`config.mk`:
```
export PLATFORM = sky130hd
export DESIGN_NAME = apb_regbank_peripheral_flat
export DESIGN_NICKNAME = d
export VERILOG_FILES = /design/src/rtl/apb_pkg.sv /design/src/rtl/apb_regbank_peripheral_if.sv /design/src/rtl/apb_wait_counter.sv /design/src/rtl/apb_regbank_peripheral.sv /design/src/flat_wrapper.sv
export SDC_FILE = /design/constraint.sdc
export NUM_CORES = 1
export LEC_CHECK = 0
export CAP_MARGIN = 0
export CORE_ASPECT_RATIO = 1.2
export CORE_MARGIN = 2
export CORE_UTILIZATION = 52
export CTS_CLUSTER_DIAMETER = 60
export CTS_CLUSTER_SIZE = 16
export DETAILED_ROUTE_END_ITERATION = 8
export GPL_ROUTABILITY_DRIVEN = 0
export PLACE_DENSITY = 0.75
export SYNTH_ARGS = -nofsm -noshare
export SYNTH_HDL_FRONTEND = slang
export SYNTH_SLANG_ARGS = --single-unit
```
`constraint.sdc`:
```
create_clock -name pclk -period 3.1 [get_ports pclk]
set_clock_uncertainty 0.2 [all_clocks]
set_input_delay 0.31 -clock pclk [delete_from_list [all_inputs] [get_ports pclk]]
set_output_delay 0.31 -clock pclk [all_outputs]
set_load 0.02 [all_outputs]
```
`src/rtl/apb_pkg.sv`:
```
// Shared APB completer definitions: phase encoding, wait-state limits, alignment helper.
package apb_pkg;

    localparam int unsigned MAX_WS = 63;
    localparam int unsigned WS_W   = 6;

    typedef enum logic [1:0] {
        IDLE   = 2'd0,
        SETUP  = 2'd1,
        ACCESS = 2'd2
    } apb_state_e;

    // True when the byte-offset bits below the word boundary are all zero.
    function automatic logic valid_align(input logic [31:0] addr, input int unsigned align_bits);
        logic [31:0] mask;
        mask = (32'd1 << align_bits) - 32'd1;
        return (addr & mask) == 32'd0;
    endfunction

endpackage

```
`src/rtl/apb_regbank_peripheral_if.sv`:
```
// APB bus bundle between a requester and a completer.
interface apb_regbank_peripheral_if #(
    parameter int unsigned ADDR_WIDTH = 8,
    parameter int unsigned DATA_WIDTH = 32
);
    localparam int unsigned STRB_WIDTH = DATA_WIDTH / 8;

    logic                  psel;
    logic                  penable;
    logic                  pwrite;
    logic [ADDR_WIDTH-1:0] paddr;
    logic [DATA_WIDTH-1:0] pwdata;
    logic [STRB_WIDTH-1:0] pstrb;
    logic [DATA_WIDTH-1:0] prdata;
    logic                  pready;
    logic                  pslverr;

    modport master (
        output psel, penable, pwrite, paddr, pwdata, pstrb,
        input  prdata, pready, pslverr
    );

    modport slave (
        input  psel, penable, pwrite, paddr, pwdata, pstrb,
        output prdata, pready, pslverr
    );

endinterface

```
`src/rtl/apb_wait_counter.sv`:
```
// Load/decrement wait-state counter with a registered zero flag.
module apb_wait_counter
    import apb_pkg::*;
(
    input  logic            clk,
    input  logic            rst_n,
    input  logic            load_i,
    input  logic [WS_W-1:0] load_val_i,
    input  logic            dec_i,
    output logic            zero_o
);

    logic [WS_W-1:0] cnt_q;
    logic            zero_q;

    // Load takes priority; decrement saturates at zero.
    always_ff @(posedge clk) begin
        if (!rst_n) begin
            cnt_q  <= '0;
            zero_q <= 1'b1;
        end else if (load_i) begin
            cnt_q  <= load_val_i;
            zero_q <= (load_val_i == '0);
        end else if (dec_i && !zero_q) begin
            cnt_q  <= cnt_q - WS_W'(1);
            zero_q <= (cnt_q == WS_W'(1));
        end
    end

    assign zero_o = zero_q;

endmodule

```
`src/rtl/apb_regbank_peripheral.sv`:
```
// Parametrised APB register-bank completer with wait states, byte strobes and error reporting.
module apb_regbank_peripheral
    import apb_pkg::*;
#(
    parameter int unsigned          DATA_WIDTH = 32,
    parameter int unsigned          ADDR_WIDTH = 8,
    parameter int unsigned          NUM_REGS   = 16,
    parameter int unsigned          RD_WS      = 0,
    parameter int unsigned          WR_WS      = 1,
    parameter logic [NUM_REGS-1:0]  RO_MASK    = '0
) (
    input  logic                     pclk,
    input  logic                     presetn,
    apb_regbank_peripheral_if.slave  apb
);

    localparam int unsigned STRB_W    = DATA_WIDTH / 8;
    localparam int unsigned ALIGNBITS = $clog2(STRB_W);
    localparam int unsigned IDX_W     = ADDR_WIDTH - ALIGNBITS;
    localparam int unsigned REG_W     = (NUM_REGS > 1) ? $clog2(NUM_REGS) : 1;

    // Reject unsupported configurations at elaboration.
    if (!(DATA_WIDTH == 8 || DATA_WIDTH == 16 || DATA_WIDTH == 32 || DATA_WIDTH == 64)) begin : g_bad_dw
        $error("apb_regbank_peripheral: DATA_WIDTH must be 8, 16, 32 or 64");
    end
    if (64'(NUM_REGS) > (64'd1 << IDX_W)) begin : g_bad_nregs
        $error("apb_regbank_peripheral: NUM_REGS does not fit in the address space");
    end
    if (RD_WS > MAX_WS || WR_WS > MAX_WS) begin : g_bad_ws
        $error("apb_regbank_peripheral: wait states limited to 63");
    end

    apb_state_e             state_q, state_d, phase_c;
    logic                   wr_q, wr_d;
    logic                   err_q, err_d;
    logic [REG_W-1:0]       idx_q, idx_d;
    logic [DATA_WIDTH-1:0]  regs_q [NUM_REGS];

    logic [IDX_W-1:0]       idx_c;
    logic                   range_ok_c;
    logic                   setup_err_c;
    logic                   load_c;
    logic [WS_W-1:0]        load_val_c;
    logic                   dec_c;
    logic                   we_c;
    logic                   ws_zero;

    assign idx_c      = apb.paddr[ADDR_WIDTH-1:ALIGNBITS];
    assign range_ok_c = (64'(idx_c) < 64'(NUM_REGS));
    assign setup_err_c = !valid_align(32'(apb.paddr), ALIGNBITS)
                       || !range_ok_c
                       || (apb.pwrite && range_ok_c && RO_MASK[REG_W'(idx_c)])
                       || apb.penable;

    apb_wait_counter u_wait_counter (
        .clk        (pclk),
        .rst_n      (presetn),
        .load_i     (load_c),
        .load_val_i (load_val_c),
        .dec_i      (dec_c),
        .zero_o     (ws_zero)
    );

    // State and latched transfer context.
    always_ff @(posedge pclk) begin
        if (!presetn) begin
            state_q <= IDLE;
            wr_q    <= 1'b0;
            err_q   <= 1'b0;
            idx_q   <= '0;
        end else begin
            state_q <= state_d;
            wr_q    <= wr_d;
            err_q   <= err_d;
            idx_q   <= idx_d;
        end
    end

    // Phase decode and next state; SETUP is the cycle psel&!penable is seen from IDLE,
    // so a zero-wait transfer completes in the following cycle.
    always_comb begin
        phase_c    = state_q;
        state_d    = state_q;
        wr_d       = wr_q;
        err_d      = err_q;
        idx_d      = idx_q;
        load_c     = 1'b0;
        load_val_c = '0;
        dec_c      = 1'b0;
        we_c       = 1'b0;

        if (state_q == IDLE && apb.psel && !apb.penable) begin
            phase_c = SETUP;
        end

        unique case (phase_c)
            IDLE: begin
                state_d = IDLE;
            end
            SETUP: begin
                wr_d       = apb.pwrite;
                idx_d      = REG_W'(idx_c);
                err_d      = setup_err_c;
                load_c     = 1'b1;
                load_val_c = apb.pwrite ? WS_W'(WR_WS) : WS_W'(RD_WS);
                state_d    = ACCESS;
            end
            ACCESS: begin
                if (!apb.psel) begin
                    state_d = IDLE;
                end else if (!ws_zero) begin
                    dec_c = 1'b1;
                end else if (apb.penable) begin
                    we_c    = wr_q && !err_q;
                    state_d = IDLE;
                end
            end
            default: begin
                state_d = IDLE;
            end
        endcase
    end

    // Register array with byte-lane merge on write completion.
    always_ff @(posedge pclk) begin
        if (!presetn) begin
            for (int unsigned r = 0; r < NUM_REGS; r++) begin
                regs_q[r] <= '0;
            end
        end else if (we_c) begin
            for (int unsigned b = 0; b < STRB_W; b++) begin
                if (apb.pstrb[b]) begin
                    regs_q[idx_q][8*b +: 8] <= apb.pwdata[8*b +: 8];
                end
            end
        end
    end

    assign apb.pready  = (state_q == ACCESS) && ws_zero;
    assign apb.pslverr = apb.pready && err_q;
    assign apb.prdata  = (apb.pready && !err_q && !wr_q) ? regs_q[idx_q] : '0;

endmodule
```
`src/flat_wrapper.sv`:
```
// flat-port wrapper written by rule: the top's interface ports become plain ports
module apb_regbank_peripheral_flat import apb_pkg::*;
#(
    parameter int unsigned          DATA_WIDTH = 32,
    parameter int unsigned          ADDR_WIDTH = 8,
    parameter int unsigned          NUM_REGS   = 16,
    parameter int unsigned          RD_WS      = 0,
    parameter int unsigned          WR_WS      = 1,
    parameter logic [NUM_REGS-1:0]  RO_MASK    = '0
)
  (pclk, presetn, apb_psel, apb_penable, apb_pwrite, apb_paddr, apb_pwdata, apb_pstrb, apb_prdata, apb_pready, apb_pslverr);
  apb_regbank_peripheral_if #(.ADDR_WIDTH(ADDR_WIDTH), .DATA_WIDTH(DATA_WIDTH)) apb_i ();
  input  logic pclk;
  input  logic presetn;
  input wire logic [$bits(apb_i.psel)-1:0] apb_psel;
  input wire logic [$bits(apb_i.penable)-1:0] apb_penable;
  input wire logic [$bits(apb_i.pwrite)-1:0] apb_pwrite;
  input wire logic [$bits(apb_i.paddr)-1:0] apb_paddr;
  input wire logic [$bits(apb_i.pwdata)-1:0] apb_pwdata;
  input wire logic [$bits(apb_i.pstrb)-1:0] apb_pstrb;
  output wire logic [$bits(apb_i.prdata)-1:0] apb_prdata;
  output wire logic [$bits(apb_i.pready)-1:0] apb_pready;
  output wire logic [$bits(apb_i.pslverr)-1:0] apb_pslverr;
  assign apb_i.psel = apb_psel;
  assign apb_i.penable = apb_penable;
  assign apb_i.pwrite = apb_pwrite;
  assign apb_i.paddr = apb_paddr;
  assign apb_i.pwdata = apb_pwdata;
  assign apb_i.pstrb = apb_pstrb;
  assign apb_prdata = apb_i.prdata;
  assign apb_pready = apb_i.pready;
  assign apb_pslverr = apb_i.pslverr;
  apb_regbank_peripheral #(.DATA_WIDTH(DATA_WIDTH), .ADDR_WIDTH(ADDR_WIDTH), .NUM_REGS(NUM_REGS), .RD_WS(RD_WS), .WR_WS(WR_WS), .RO_MASK(RO_MASK)) u_core (.pclk(pclk), .presetn(presetn), .apb(apb_i));
endmodule
```
======== Word-level counts from Yosys, hierarchy flattened ========
Memories as Yosys holds them, arrays and structs flattened. A register that Yosys moved wholly into a read port is not among the register bits.
Index checks and enable logic that the tools add are counted.
storage, ports and cells
  register bits ........................... 15
  latch bits .............................. 0
  bits in writable memories ............... 512
  ROM bits ................................ 16
  logic and storage cells ................. 85
  memories ................................ 2
operators by class
  $add $sub $neg .......................... 1
  multipliers ............................. 0
  div/mod/pow operators ................... 0
  order comparisons ....................... 2
  equal/unequal tests ..................... 6
  shift operators ......................... 0
  muxes and demuxes ....................... 43
  bitwise operators ....................... 0
  reduce and logical (&&, ||, !) cells .... 25
memory list
  name              depth  bits a word  rd ports  clocked after memory_dff  wr ports  line                          text
  u_core.regs_q     16     32           1         1                         16        apb_regbank_peripheral.sv:37  logic [DATA_WIDTH-1:0] regs_q [NUM_REGS];
  (name not given)  16     1            1         0                         0         apb_regbank_peripheral.sv:52  || (apb.pwrite && range_ok_c && RO_MASK[REG_W'(idx_c)])
operator list
  cell                   count
  $mux W32               2
  $logic_not A32 Y1      1
  $reduce_or A32 Y1      1
  $mux W1                29
  $mux W6                3
  $mux W4                4
  $logic_and A1 B1 Y1    10
  $mux W2                4
  $eq A6 B1 Y1 const B   1
  $logic_not A1 Y1       6
  $logic_not A6 Y1       1
  $lt A6 B5 Y1 const B   1
  $ne A3 B3 Y1 const B   2
  $sub A6 B1 Y6 const B  1
  $lt A4 B5 Y1 const B   1
  $eq A2 B2 Y1 const B   2
  $pmux W2 S2            1
  $logic_or A1 B1 Y1     3
  $eq A2 B1 Y1 const B   1
  $logic_not A2 Y1       1
  $reduce_and A2 Y1      1
  $reduce_bool A2 Y1     1

======== Depth between registers and ports, before layout ========
Gate-level depths: netlist (run 1).
  word-level depth ........................ 11
  depth in mapped cells ................... 6
  depth with buffers taken out ............ 5

======== Hierarchy ========
From an unflattened synthesis (run 1), not the netlist that was laid out.
unflattened totals
  cells, all modules ...................... 1614
  area total of the unflattened synthesis .. 25438.1 µm²
by module, submodules not included
  module                  times used  cells each  area each (µm²)  seq. area each (µm²)
  apb_regbank_peripheral  1           1571        25044.0          15595.0
  apb_wait_counter        1           43          394.1            140.1

======== Worst setup path after synthesis (run 1) ========
OpenSTA, ideal clock, no wires.
  path type ............................... input -> register
  start ................................... input port presetn
  end ..................................... memory u_core.regs_q[4][16] (enable)
  setup time .............................. 0.384 ns
  data arrival time ....................... 1.879 ns
  required time ........................... 2.516 ns
  setup slack ............................. 0.637 ns
  cell stages on the path ................. 5
  buffers on the path ..................... 2
  cell sequence ........................... and4_1 or3b_1 buf_2 clkbuf_1 o21ai_0
RTL lines
  element             line                          text
  start: declaration  flat_wrapper.sv:14            input logic presetn;
  end: declaration    apb_regbank_peripheral.sv:37

==> parameters.txt, run 1 <==
Parameter                              Value

Synthesis
  Area share of xor/xnor cells in the synthesized design    0.0003619
  Cell count after synthesis    approximately 1.7k
  Compound-Gate Fraction of Synth Area    0.02967
  Ranking of synthesized cells by instance count    512 x sky130_fd_sc_hd__edfxtp_1, 452 x sky130_fd_sc_hd__nor3_1, 159 x sky130_fd_sc_hd__clkbuf_1
  Fraction of the mapped netlist area in adder cells    0.001034
  Post-Syn Area per Cell    14.38 µm²
  Simple-gate share of the synthesized area    0.1401
  Cell taking the most area after synthesis    sky130_fd_sc_hd__edfxtp_1
  Net count after synthesis    1,734
  Proportion of synthesized chip area in sequential cells    0.6501
  Cells taking the most area after synthesis    sky130_fd_sc_hd__edfxtp_1 64%, sky130_fd_sc_hd__mux4_2 12%, sky130_fd_sc_hd__nor3_1 9.3%, sky130_fd_sc_hd__nor3_2 2.5%, sky130_fd_sc_hd__clkbuf_1 2.5%
  Share of synthesized registers carrying an async set or reset    0
  Number of synthesized register bits    530
  Portion of synthesized cell area occupied by the leading cell type    0.6352
  Largest family of logic cells by synthesized area    simple AND/OR/NAND/NOR gates
  Dominant register cell in the synthesized netlist    sky130_fd_sc_hd__edfxtp_1
  Yosys warning total    0
  Synth unique cells    42
  Number of enable-type register cells in the synthesized netlist    512
  Most used standard cell by instance count after synthesis    sky130_fd_sc_hd__edfxtp_1
  Mux cell area share after synthesis    0.1323
  Netlist area before placement    24,200 µm²

Global routing
  Antenna violations before repair    1
  Maximum number of pins on one net before global-route repair    86
  Overflow left after global routing    0
  Overall global routing resource usage    0.2389
  Via count of the first global-routing pass    15.70k
  Wire length of the first global-routing pass    88.91 mm

Setup path
  R2r setup slk    0.53 ns
  Top fanout value on the critical path    15
  Critical Setup Path Class    flop to primary output
  Critical path startpoint category    flop
  Critical path data arrival time    roughly 2.5 ns
  Number of cell instances on the worst register-to-register path    5
  Kind of capture point of the worst setup path    primary output
  Crit path required time    2.59 ns

Timing
  Worst slack on hold paths    0.1102 ns
  Final max-slew violation count    0
  Min Tclk post-route    around 3.0 ns
  Share of the clock period used by the worst path after layout    0.9736
  Setup-failing EPs final    0
  Setup Total Neg Slack    0 ns
  Hold violation count in the final report    0
  Upper clock frequency limit    0.3313 GHz
  Slew margin rel.    0.4923
  Setup repair after global routing missed its margin    false
  Slew at the pin with the worst max-slew slack    0.7595 ns

Routing
  Number of vias per cell    around 6.3
  Wirelength per Cell    23.50 µm
  Number of remaining DRC errors    0
  Via total after detailed routing    roughly 15k
  Post-Route WL    around 57 mm
  First-pass detailed-route iteration total    6
  Initial DRC Count    1,426
  ANT nets after route    0

Floorplanning
  Core region area    45,950 µm²
  Die Y    240.3 µm
  Row cnt    86
  Chip Width    201.0 µm
  Initial standard-cell utilization of the core    0.5268
  Area of the die    48,300 µm²
  Number of ports placed on the die boundary    just over 80

Layout
  Number of inserted filler cells in the final layout    3,477
  Antenna diode count    0
  Area of the multi-input gates    7398 µm²
  FF+latch area    15,750 µm²
  Net count, final    1,836
  Fraction of final layout cells sized beyond drive strength 1    0.2517
  Final standard cell count with taps included and fillers excluded    2,420
  Area delta synth->final    14.18%

Placed design
  Detailed placer's ending HPWL    about 37 mm
  Number of buffer cells added on primary ports    82
  Inst Count DP    approximately 2.3k

CTS
  Level count of the clock H-tree    2
  CTS tree    done
  Insertion delay of the later-clocked pin in the worst-skew pair    approximately 0.57 ns
  Number of hold buffers added after CTS    0
  Clk root buf    sky130_fd_sc_hd__clkbuf_16
  Number of buffers created by CTS    39
  Clock transition time at the flip-flop clock pins of the worst setup and hold paths    0.07 ns
  Number of sinks driven by the clock tree    530
  Number of buffers on the longest clock path    3

Worst hold path
  Worst Hold Depth    3
  HP Class    input pin to flop

Status
  Result of the run    finished clean

Job
  Maxcap violations    0

Power
  Power per standard cell area    about 500 nW/µm²
  Static power due to leakage    8.742 nW
  VDD IR-drop max    0.3433 mV
==> final timing paths <==
path	start	endpoint
worst max-delay path	flop	apb_prdata[13]
worst min-delay path	apb_paddr[4]	flop
worst max register to register	u_core.state_q[1]	u_core.regs_q[1][18]
worst min register to register	u_core.u_wait_counter.cnt_q[1]	u_core.u_wait_counter.cnt_q[1]
==> worst max-delay path: stages (launching register included) <==
cell and delay, ns:
sky130_fd_sc_hd__dfxtp_4 0.41, sky130_fd_sc_hd__buf_16 0.19, sky130_fd_sc_hd__buf_12 0.18, sky130_fd_sc_hd__mux4_2 0.52, sky130_fd_sc_hd__mux2i_1 0.15, sky130_fd_sc_hd__o221ai_1 0.16, sky130_fd_sc_hd__clkdlybuf4s15_1 0.32
==> placed cells by master, fill, tap and decap left out, types with 40 or more instances in the layout <==
master / Yosys / final
sky130_fd_sc_hd__buf_4: 1 / 160
sky130_fd_sc_hd__clkbuf_16: 0 / 40
sky130_fd_sc_hd__clkdlybuf4s50_1: 0 / 49
sky130_fd_sc_hd__edfxtp_1: 512 / 512
sky130_fd_sc_hd__inv_1: 68 / 68
sky130_fd_sc_hd__mux4_2: 128 / 128
sky130_fd_sc_hd__nor3_1: 452 / 452
sky130_fd_sc_hd__nor3_2: 60 / 60
sky130_fd_sc_hd__o21ai_0: 66 / 66
==> kinds of logic after synthesis <==
kind of cell,count (synthesis)
compound gates,116
xor+xnor,1
fa+ha+maj,2
buf+inv,273
flops,530
mux,160
simple gates,601
==> metrics by stage <==
stage / instance area (µm²) / power (mW) / utilization / setup slack (ns)
after floorplan: 24200 / 8.855 / - / 0.6372
after global placement: 26350 / 9.267 / 0.5736 / 0.2248
after detailed placement: 26350 / 9.300 / 0.5736 / 0.1857
after CTS: 27630 / 13.97 / 0.6012 / -0.1190
after global routing: 27640 / 14.29 / 0.6015 / 0.007225
final: 27640 / 13.93 / 0.6015 / 0.08170
==> sequential cells by signal, summed over array words and instances, names as in the netlist, named ones only <==
name and count:
u_core.state_q 1, u_core.idx_q 4, u_core.err_q 1, u_core.u_wait_counter.zero_o 1, u_core.u_wait_counter.cnt_q 6, u_core.wr_q 1, u_core.regs_q 512
==> routing by layer <==
| metal | wire length [µm] | global-route usage |
|---|---|---|
| met5 | 13 | 0 |
| met4 | 1696 | 0.08126 |
| met3 | 3847 | 0.03931 |
| met2 | 30020 | 0.4272 |
| met1 | 21290 | 0.2964 |
==> area by class of cell <==
| cell class | count | share of cell area |
|---|---|---|
| clock buffers | 56 | 0.03839 |
| clock inverters | 4 | 0.001539 |
| inverters | 69 | 0.009372 |
| multi-input cells | 880 | 0.2677 |
| flip-flops and latches | 530 | 0.5698 |
| well taps | 616 | 0.02789 |
| repair buffers | 265 | 0.08534 |
==> timing repair <==
action                                  in CTS  in global routing
setup buffers                               12                 10
endpoints found under the setup margin      32                 27
gates resized for setup                     88                 37
gates cloned                                 2                  0
hold endpoints to repair                     0                  0
==> report_power, final <==
group	total [mW]	internal (mW)	switching, mW
clock network	4.75	2.39	2.37
logic	1.05	0.443	0.605
registers	8.13	8.05	0.0802
total	13.9	10.9	3.05
No activity file was read; power rests on OpenSTA's default activity.
==> inputs of run 2 (changes only) <==
--- a/config.mk
+++ b/config.mk
@@ -17,3 +17,4 @@
 export SYNTH_ARGS = -nofsm -noshare
 export SYNTH_HDL_FRONTEND = slang
 export SYNTH_SLANG_ARGS = --single-unit
+export TNS_END_PERCENT = 1
==> constraint.sdc (replaced) <==
create_clock -name pclk -period 3.1 [get_ports pclk]
set_clock_uncertainty 0.2 [all_clocks]
set_input_delay 0.31 -clock pclk [delete_from_list [all_inputs] [get_ports pclk]]
set_output_delay 0.31 -clock pclk [all_outputs]
set_load 0.05 [all_outputs]
==> run 2 against run 1 <==
Register-to-register slack got worse by 0.22 ns. Largest power group unchanged. Wire length rose by 5.7%. Combinational power rose by 7%. Utilization rose by 0.95 points.
==> parameters.txt, run 2 (synthesis results as in run 1) <==
Parameter                              Value

Timing
  Min Tclk post-route    3.098 ns
  Setup-failing EPs final    0
  Final max-slew violation count    0
  Worst slack on hold paths    0.1510 ns
  Hold violation count in the final report    0
  Slew at the pin with the worst max-slew slack    0.8399 ns
  Setup repair after global routing missed its margin    true
  Upper clock frequency limit    approximately 0.32 GHz
  Slew margin rel.    0.4385
  Share of the clock period used by the worst path after layout    0.9995
  Smallest setup slack after layout    0.001589 ns

Floorplanning
  Chip Width    201.0 µm
  Area of the die    48,300 µm²
  Initial standard-cell utilization of the core    0.5268
  Core region area    45,950 µm²
  Number of ports placed on the die boundary    83
  Die Y    about 240 µm
  Row cnt    86

Global routing
  Maximum number of pins on one net before global-route repair    between 80 and 90
  Via count of the first global-routing pass    15.63k
  Wire length of the first global-routing pass    between 90 and 100 mm
  Overflow left after global routing    0
  Antenna violations before repair    1
  Overall global routing resource usage    0.2493

CTS
  Number of buffers on the longest clock path    3
  Level count of the clock H-tree    2
  Clk root buf    sky130_fd_sc_hd__clkbuf_16
  Insertion delay of the later-clocked pin in the worst-skew pair    0.55 ns
  Number of buffers created by CTS    39
  Number of sinks driven by the clock tree    between 500 and 600
  Clock transition time at the flip-flop clock pins of the worst setup and hold paths    0.07 ns
  Number of hold buffers added after CTS    0
  CTS tree    done

Setup path
  Top fanout value on the critical path    32
  R2r setup slk    0.31 ns
  Most used cell, CP    sky130_fd_sc_hd__buf_4
  Endpoint of the most critical register-to-register path    u_core.regs_q[1][14]
  Critical path startpoint category    flop
  Critical Setup Path Class    flop to primary output
  Critical path data arrival time    2.59 ns
  CP max stage delay    0.47 ns
  Launch instance of the worst register-to-register path    u_core.u_wait_counter.zero_o
  Kind of capture point of the worst setup path    primary output
  Slowest library cell on the worst path    sky130_fd_sc_hd__o221ai_1
  Crit path required time    2.59 ns
  Number of cell instances on the worst register-to-register path    5
  Ordered list of cells on the worst path    nor4bb_4 -> buf_4 -> nand3b_1 -> buf_4 -> o221ai_1 -> buf_12

Routing
  First-pass detailed-route iteration total    7
  Wirelength per Cell    24.93 µm
  Number of vias per cell    6.450
  Post-Route WL    60.11 mm
  Via total after detailed routing    ~16k
  Initial DRC Count    about 1.7k
  Number of remaining DRC errors    0
  ANT nets after route    0

Job
  Maxcap violations    0

Placed design
  Detailed placer's ending HPWL    37.96 mm
  Inst Count DP    2,343
  Number of buffer cells added on primary ports    about 80
  Placement-stage worst setup slack    0.1599 ns

Layout
  Most common cell after layout, fill and taps aside    sky130_fd_sc_hd__edfxtp_1
  Final standard cell count with taps included and fillers excluded    2,411
  Register name with the most flops    u_core.regs_q
  Fraction of final layout cells sized beyond drive strength 1    0.2613
  Largest registers ranked by flip-flop count    u_core.regs_q x512, u_core.u_wait_counter.cnt_q x6, u_core.idx_q x4
  Antenna diode count    0
  Flip-flop count of the largest register, all copies and words added    a little over 500
  Area delta synth->final    15.98%
  Net count, final    1,828
  Most frequent cells in the layout    512 x sky130_fd_sc_hd__edfxtp_1, 452 x sky130_fd_sc_hd__nor3_1, 159 x sky130_fd_sc_hd__buf_4, 128 x sky130_fd_sc_hd__mux4_2, 68 x sky130_fd_sc_hd__inv_1
  Number of inserted filler cells in the final layout    3,379

Power
  Design Power    14.18 mW
  VDD IR-drop max    0.4027 mV
  Power per standard cell area    505.2 nW/µm²
  Static power due to leakage    just under 9 nW

Worst hold path
  HP Class    input pin to flop
  Worst Hold Depth    3
  Hold_sp    apb_paddr[4]

Status
  Result of the run    finished clean
## run 2: worst max-delay path, delay by kind of cell (launching register included)
kind	cells	cell delay [ns]
AOI/OAI and AO/OA	1	0.47
buffers and inverters	3	0.69
DFF	1	0.46
and+or+nand+nor	2	0.40
## run 2: power breakdown
| part | switching (mW) | internal, mW | leakage, nW |
|---|---|---|---|
| Sequential | 0.0931 | 8.05 | 5.44 |
| Clock | 2.37 | 2.56 | 0.554 |
| Combinational | 0.657 | 0.460 | 2.79 |
## run 2: final cells by class
| class | count | area (µm²) | area share |
|---|---|---|---|
| sequential | 530 | 15750 | 0.5609 |
| multi-input combinational | 880 | 7480 | 0.2664 |
| timing repair buffer | 257 | 2673 | 0.09520 |
| clock buffer | 57 | 1111 | 0.03958 |
| tap | 616 | 770.7 | 0.02745 |
| inverter | 69 | 259.0 | 0.009226 |
| clock inverter | 2 | 33.78 | 0.001203 |
## run 2: how the worst max path moves through the flow
| stage | from | endpoint | slack, ns | depth (start not counted) |
|---|---|---|---|---|
| 2_1_floorplan | u_core.u_wait_counter.zero_o | apb_prdata[10] | 0.59 | 5 |
| 3_3_place_gp | apb_psel | u_core.regs_q[4][21] | 0.18 | 5 |
| 3_5_place_dp | apb_psel | u_core.regs_q[2][19] | 0.16 | 5 |
| 4_1_cts | flop | apb_prdata[31] | -0.14 | 5 |
| 5_1_grt | flop | apb_prdata[21] | -0.09 | 6 |
| 6_report | u_core.state_q[1] | apb_prdata[6] | 0.002 | 6 |
## run 2: repair_timing
action / 4_1_cts / 5_1_grt
endpoints found under the hold margin: 0 / 0
setup endpoints to repair: 28 / 32
gates resized for setup: 16 / 10
pin swaps: 0 / 7
buffers inserted: 0 / 5
cloned: 1 / 3
## run 2: metrics by stage
step           TNS (ns)  instance area, µm²    util
2_1_floorplan         0               24200       -
3_5_place_dp          0               26640  0.5798
5_1_grt          -1.196               28070  0.6110
4_1_cts          -1.296               27900  0.6073
6_report              0               28070  0.6110
3_3_place_gp          0               26640  0.5798
## run 2: per-layer routing
layer | global-route usage | routed length (µm) | vias up
met3 | 0.03321 | 4709 | 95
met1 | 0.3345 | 23050 | 7880
li1 | - | - | 6804
met4 | 0.06801 | 1331 | 2
met5 | 0 | 13 | -
met2 | 0.4319 | 31010 | 771
